==> config.mk <==
export PLATFORM = sky130hd
export DESIGN_NAME = fetch_stage
export DESIGN_NICKNAME = d
export VERILOG_FILES = /design/src/rtl/fetch_stage.sv
export SDC_FILE = /design/constraint.sdc
export NUM_CORES = 1
export LEC_CHECK = 0
export CAP_MARGIN = 20
export CORE_ASPECT_RATIO = 1.5
export CORE_MARGIN = 2
export CORE_UTILIZATION = 40
export DETAILED_ROUTE_END_ITERATION = 10
export PLACE_DENSITY_LB_ADDON = 0.25
export SLEW_MARGIN = 20
export SYNTH_ARGS = -nofsm -noshare
export SYNTH_HDL_FRONTEND = slang
export SYNTH_SLANG_ARGS = --single-unit
export TNS_END_PERCENT = 5
==> constraint.sdc <==
create_clock -name clk -period 3.1 [get_ports clk]
set_input_delay 0.465 -clock clk [delete_from_list [all_inputs] [get_ports clk]]
set_output_delay 0.465 -clock clk [all_outputs]
set_load 0.05 [all_outputs]
==> src/rtl/fetch_stage.sv <==
// Instruction-fetch stage: owns the PC, runs the instruction-memory handshake,
// buffers one response across a decode stall, and feeds the IF/D register.
module fetch_stage #(
    parameter logic [15:0] RESET_PC  = 16'h0000,
    parameter logic [15:0] NOP_INSTR = 16'h0800
) (
    input  logic        clk,
    input  logic        rst,
    input  logic        stall_in,
    input  logic        redirect,
    input  logic [15:0] redirect_pc,
    output logic        mem_rd,
    output logic [15:0] mem_addr,
    input  logic [15:0] mem_data,
    input  logic        mem_done,
    input  logic        mem_err,
    output logic [15:0] instr_out,
    output logic [15:0] PC_add_2_out,
    output logic        err_out,
    output logic        flush_out
);

    localparam int unsigned W = 16;

    localparam logic [1:0] FETCH  = 2'd0;
    localparam logic [1:0] WAIT   = 2'd1;
    localparam logic [1:0] HALTED = 2'd2;
    localparam logic [1:0] ERROR  = 2'd3;

    logic [1:0]   state;
    logic [1:0]   state_nxt;
    logic [W-1:0] pc;
    logic [W-1:0] pc_nxt;
    logic [W-1:0] pc_inc;
    logic         buf_valid;
    logic         buf_valid_nxt;
    logic [W-1:0] buf_instr;
    logic [W-1:0] buf_instr_nxt;
    logic         discard;
    logic         discard_nxt;
    logic         deliver;
    logic [W-1:0] deliver_instr;
    logic [1:0]   redirect_state;

    // HALT opcode occupies the top five bits.
    function automatic logic is_halt(input logic [W-1:0] instr);
        return (instr[15:11] == 5'b00000);
    endfunction

    assign pc_inc         = pc + W'(2);
    assign mem_addr       = pc;
    assign PC_add_2_out   = pc_inc;
    // A misaligned redirect target is a fetch error rather than a new fetch.
    assign redirect_state = redirect_pc[0] ? ERROR : FETCH;

    // State register.
    always_ff @(posedge clk or negedge rst) begin
        if (!rst) begin
            state     <= FETCH;
            pc        <= RESET_PC;
            buf_valid <= 1'b0;
            buf_instr <= NOP_INSTR;
            discard   <= 1'b0;
        end else begin
            state     <= state_nxt;
            pc        <= pc_nxt;
            buf_valid <= buf_valid_nxt;
            buf_instr <= buf_instr_nxt;
            discard   <= discard_nxt;
        end
    end

    // Next-state and combinational outputs.
    always_comb begin
        state_nxt     = state;
        pc_nxt        = pc;
        buf_valid_nxt = buf_valid;
        buf_instr_nxt = buf_instr;
        discard_nxt   = discard;
        mem_rd        = 1'b0;
        instr_out     = NOP_INSTR;
        err_out       = 1'b0;
        flush_out     = redirect;
        deliver       = 1'b0;
        deliver_instr = mem_data;

        case (state)
            FETCH: begin
                mem_rd = !stall_in && !redirect && !buf_valid;
                if (redirect) begin
                    pc_nxt        = redirect_pc;
                    buf_valid_nxt = 1'b0;
                    state_nxt     = redirect_state;
                end else if (buf_valid) begin
                    if (!stall_in) begin
                        deliver       = 1'b1;
                        deliver_instr = buf_instr;
                    end
                end else if (!stall_in) begin
                    if (mem_done) begin
                        if (mem_err) begin
                            err_out   = 1'b1;
                            state_nxt = ERROR;
                        end else begin
                            deliver = 1'b1;
                        end
                    end else begin
                        state_nxt = WAIT;
                    end
                end
            end

            WAIT: begin
                mem_rd = 1'b1;
                if (redirect) begin
                    pc_nxt        = redirect_pc;
                    buf_valid_nxt = 1'b0;
                    if (redirect_pc[0]) begin
                        discard_nxt = 1'b0;
                        state_nxt   = ERROR;
                    end else if (mem_done) begin
                        // Wrong-path response lands with the redirect: drop it now.
                        discard_nxt = 1'b0;
                        state_nxt   = FETCH;
                    end else begin
                        discard_nxt = 1'b1;
                    end
                end else if (mem_done) begin
                    if (discard) begin
                        discard_nxt = 1'b0;
                        state_nxt   = FETCH;
                    end else if (mem_err) begin
                        err_out   = 1'b1;
                        state_nxt = ERROR;
                    end else if (stall_in) begin
                        buf_instr_nxt = mem_data;
                        buf_valid_nxt = 1'b1;
                        state_nxt     = FETCH;
                    end else begin
                        deliver = 1'b1;
                    end
                end
            end

            HALTED: begin
                if (redirect) begin
                    pc_nxt        = redirect_pc;
                    buf_valid_nxt = 1'b0;
                    state_nxt     = redirect_state;
                end
            end

            ERROR: begin
                err_out = 1'b1;
            end
        endcase

        if (deliver) begin
            instr_out     = deliver_instr;
            pc_nxt        = pc_inc;
            buf_valid_nxt = 1'b0;
            state_nxt     = is_halt(deliver_instr) ? HALTED : FETCH;
        end

        // Outputs stay quiet while reset is held.
        if (!rst) begin
            mem_rd    = 1'b0;
            instr_out = NOP_INSTR;
            err_out   = 1'b0;
            flush_out = 1'b0;
        end
    end

endmodule

# Word-level counts from Yosys, hierarchy flattened
# Cells that the tools add are included.
[word_totals]
elab_cells = 104
regBits = 36
out_inout_bits = 51
[op_classes]
eq_ne = 14
reduce_logical = 19
n_addsub = 1
bitwise = 3
mux = 62
[ops]
columns = ["cell", "count"]
rows = [
  ["2-to-1 mux 16 bit", 9],
  ["2-to-1 mux 1 bit", 32],
  ["2-to-1 mux 2 bit", 16],
  ["!= test 4 bit, second input constant", 7],
  ["adder 16 x 2 -> 16 bit, second input constant", 1],
  ["AND reduction 8 bit", 1],
  ["!= test 6 bit, second input constant", 1],
  ["one-hot mux 1 bit (2 select lines)", 3],
  ["one-hot mux 2 bit (3 select lines)", 1],
  ["AND reduction 6 bit", 1],
  ["nonzero test 2 bit", 3],
  ["zero test 5 bit", 1],
  ["!= test 5 bit, second input constant", 1],
  ["AND reduction 5 bit", 1],
  ["== test 2 bit, second input constant", 2],
  ["AND reduction 2 bit", 2],
  ["nonzero test 4 bit", 1],
  ["zero test 1 bit", 3],
  ["!= test 3 x 1 -> 1 bit, second input constant", 1],
  ["!= test 3 bit, second input constant", 1],
  ["NOT 1 bit", 3],
  ["one-hot mux 1 bit (3 select lines)", 1],
  ["nonzero test 3 bit", 1],
  ["OR reduction 3 bit", 1],
  ["4 further kinds", 5],
]

# Logic depth before layout (Yosys ltp)
[depth]
depth_word = 8
depth_mapped = 10
mapped_depth_nobuf = 7

# Worst setup path before layout
# OpenSTA, ideal clock, no wires.
[synth_timing]
path_type = "reg-to-output"
start = "reg state[0]"
end = "out instr_out[10]"
required_ns = 2.635
path_buffers = 2
stages_incl_launch_ff = 8
arrival_time_ns = 2.304
path_slack_ns = 0.331
path_cell_list = "dfrtp_1 inv_1 ha_1 nor4bb_1 buf_2 buf_1 nand2_1 a21oi_1"
[synth_via]
elab_chain_len = 4
elab_cells_between_ends = 6
[synth_lines]
columns = ["element", "line_no", "source"]
rows = [
  ["from (decl)", "30", "logic [1:0] state;"],
  ["from (signal assigned)", "65", "state <= state_nxt;"],
  ["== test 2 x 1 -> 1 bit or zero test 2 bit (tied branches)", "87", "case (state)"],
  ["one-hot mux 1 bit (2 select lines) or 2-to-1 mux 16 bit (tied branches)", "87", ""],
  ["2-to-1 mux 16 bit *", "158", "if (deliver) begin"],
  ["2-to-1 mux 16 bit *", "166", "if (!rst) begin"],
  ["to (decl)", "17", "output logic [15:0] instr_out,"],
]
# Mark *: on every way between the ends. The rest lies on a longest branch, timed or not.

# Worst setup path in the final report
[layout_timing]
start = "reg pc[3], in the netlist mem_addr[3]"
end = "out PC_add_2_out[12]"
[layout_via]
elab_chain_len = 1
[layout_lines]
columns = ["element", "line_no", "source"]
rows = [
  ["from (decl)", "32", "logic [W-1:0] pc;"],
  ["from (signal assigned)", "66", "pc <= pc_nxt;"],
  ["adder 16 x 2 -> 16 bit", "50", "assign pc_inc = pc + W'(2);"],
  ["to (decl)", "18", "output logic [15:0] PC_add_2_out,"],
]
# No other way between the ends.

==> flow_summary_export.csv <==
group,metric,value,unit
sta,max_freq,342,MHz
detailed_routing,route.antenna.remaining_nets,0,
sta,slew_headroom,50.7,%
final_layout,final_nets,402,
global_routing,overflow,0,
global_routing,antenna_found_initial,0,
detailed_routing,drc_errors,0,
final_layout,fillerInstances,549,
floorplan,fp.dieW,68.7,um
detailed_routing,routed_wl,6.89,mm
pwr,p_leak,1.60,nW
sta,whs,0.0925,ns
detailed_routing,vias,2413,
sta,finalClockSkew,0.00693,ns
synthesis,async_reset_ff_share,100,%
place,dp_hpwl,5.20,mm
floorplan,start_util,41.0,%
synthesis,synthCells,274,
job,drv_cap,0,
setup_path,start_kind,"flop",
pwr,power,3.87,mW
floorplan,die_y,101,um
outcome,outcome,"finished clean",
setup_path,end_kind,"output pin",
synthesis,yosys.area.top_type,"dfrtp_1",
detailed_routing,wire_per_inst,15.9,um
pwr,p_per_area,1040,nW/um^2
synthesis,synth_nets,318,
sta,setup_viol,0,
sta,rsz0062_at_grt,"no",
setup_path,timing.rr.start,"state[1]$_DFFE_PN0P_",
clocking,cts.htree.levels,2,
global_routing,grt_pass1_vias,2344,
clocking,clk_pin_slew,0.07,ns
clocking,cts_setup_buffers,0,
sta,tightest_slew,0.740,ns
floorplan,row_count,35,
synthesis,synth_edf_count,0,
detailed_routing,viasPerCell,5.57,
clocking,root_buffer,"clkbuf_8",
synthesis,synth_top_area_share,34.9,%
final_layout,n_antenna_cell,0,
setup_path,arrival,2.46,ns
setup_path,cp_max_fo,8,
clocking,cts_tree,"built",
setup_path,rr_worst_depth,8,
floorplan,core_area,6130,um^2
clocking,postCtsHoldBufs,0,
place,place_area,3600,um^2
synthesis,synth_area_leaders,"dfrtp_1 (35%), mux2_2 (6.3%), nand2_1 (6.1%)",
synthesis,ys_ff_latch,36,
floorplan,pin_count,89,
synthesis,syn_area,2510,um^2
place,gp_congestion,0.832,
final_layout,drive_above_1_share,18.7,%
detailed_routing,drt_iter0_drc,142,
synthesis,yosys_warnings,0,
setup_path,r2r-end,"state[1]$_DFFE_PN0P_",
final_layout,synthToLayoutAreaGrowth,47.6,%
sta,finalSetupTns,0,ns
place,port_buffers,88,
clocking,cts_resized,1,
detailed_routing,dr.pass1.iters,4,
floorplan,dieArea,6940,um^2
sta,timing.final.crit_period,2.92,ns
setup_path,crit_type,"flop to output pin",
place,pre_cts_ws,0.233,ns
sta,fin_crit_sh,94.3,%
global_routing,grt_pass1_wl,11.2,mm
clocking,clock-sinks,36,
sta,hold_violations,0,
clocking,numCtsBuffers,5,
clocking,cts_buffer_depth,2,
final_layout,design_area,3710,um^2
synthesis,yosysUniqueCellTypes,60,
synthesis,synth_area_per_cell,9.17,um^2
global_routing,grt_usage,21.0,%
global_routing,grt_max_degree,27,
sta,drv_slew,0,
worst_hold_path,hold_path.class,"input pin to async pin",
setup_path,rrSetupSlack,0.86,ns
sta,setup_ws,0.175,ns
pwr,irDropWorstVdd,487,uV
synthesis,ys.flop_type,"dfrtp_1",
clocking,insertion_delay,0.29,ns
setup_path,cp.required,2.63,ns
synthesis,yosysSeqAreaShare,35.9,%
cells in the mapped netlist, types with 4 or more instances:
cell,count
a21oi_1,28
a31oi_1,5
a32oi_1,4
and3_1,4
buf_2,5
buf_4,5
clkbuf_1,5
dfrtp_1,35
ha_1,6
inv_1,15
mux2_2,14
nand2_1,41
nand3_1,7
nor2_1,6
o21a_1,5
o21ai_0,4
o22a_1,11
o32a_1,5
xnor2_1,10
metrics by stage:
step	utilization, %	cells
2_1_floorplan	-	274
3_3_place_gp	58.8	425
3_5_place_dp	58.8	425
4_1_cts	60.1	433
5_1_grt	60.5	433
6_report	60.5	433
per-layer routing:
layer | routed length (um) | GRT usage [%]
met5 | 0 | 0
met2 | 3670 | 37.3
met1 | 2680 | 23.4
met4 | 125 | 7.99
met3 | 411 | 5.36
worst max-delay path by stage:
stage	from	to	slack, ns	cells after the start
after floorplan	state[0]$_DFFE_PN0P_	instr_out[10]	0.33	7
after detailed placement	mem_done	instr_out[10]	0.23	7
after global routing	mem_addr[3]$_DFFE_PN0P_	PC_add_2_out[12]	0.07	5
after global placement	mem_done	instr_out[10]	0.29	7
after CTS	mem_addr[3]$_DFFE_PN0P_	PC_add_2_out[10]	0.02	5
final	mem_addr[3]$_DFFE_PN0P_	PC_add_2_out[12]	0.18	5
area by class of cell:
cell class	instances	area, um^2	share of cell area (%)
Inverter	15	56.3	1.52
Clock inverter	1	8.76	0.236
Sequential cell	36	902	24.3
Clock buffer	7	76.3	2.06
Multi-Input combinational cell	204	1460	39.3
Timing Repair Buffer	96	1110	30.1
Tap cell	74	92.6	2.50
placed cells by master, fill, tap and decap left out, types with 2 or more instances in the layout:
cell	n
a21oi_1	27
a31oi_1	5
a32oi_1	4
and2_1	2
and3_1	4
buf_12	17
buf_4	10
clkbuf_1	2
clkbuf_8	5
clkdlybuf4s50_1	61
dfrtp_1	35
dlymetal6s2s_1	6
ha_1	6
inv_1	15
mux2_1	3
mux2_2	14
mux2i_1	2
nand2_1	40
nand2_2	3
nand3_1	7
nand4_1	2
nor2_1	6
nor2b_1	3
nor3_1	3
o21a_1	5
o21ai_0	4
o22a_1	11
o22ai_1	3
o31a_1	3
o32a_1	5
xnor2_1	10
xor2_1	3
critical path, stage by stage, from the launching register on:
cell and delay [ns]:
dfrtp_1 0.49, and4_1 0.24, and3_1 0.40, nand2_4 0.09
xnor2_1 0.14, clkdlybuf4s50_1 0.81
report_power, final:
part           switching [mW]  internal, mW
clock network           0.167         0.160
logic                    1.60         0.985
registers               0.250         0.706
total                    2.02          1.85
state kept, by name, summed over array words and instances (netlist names):
| name | flops |
|---|---|
| discard | 1 |
| state | 2 |
| mem_addr | 16 |
| buf_valid | 1 |
| buf_instr | 16 |
logic make-up after synthesis:
group	Yosys count	share of synthesized area [%]
AO/OA/AOI/OAI	80	22.9
adder cells (fa/ha/maj)	6	2.99
flip-flops	36	35.9
AND/OR/NAND/NOR	86	18.3
XOR/XNOR	13	4.53
multiplexers	19	8.42
buffers and inverters	34	6.97
(Power assumes the default switching activity.)
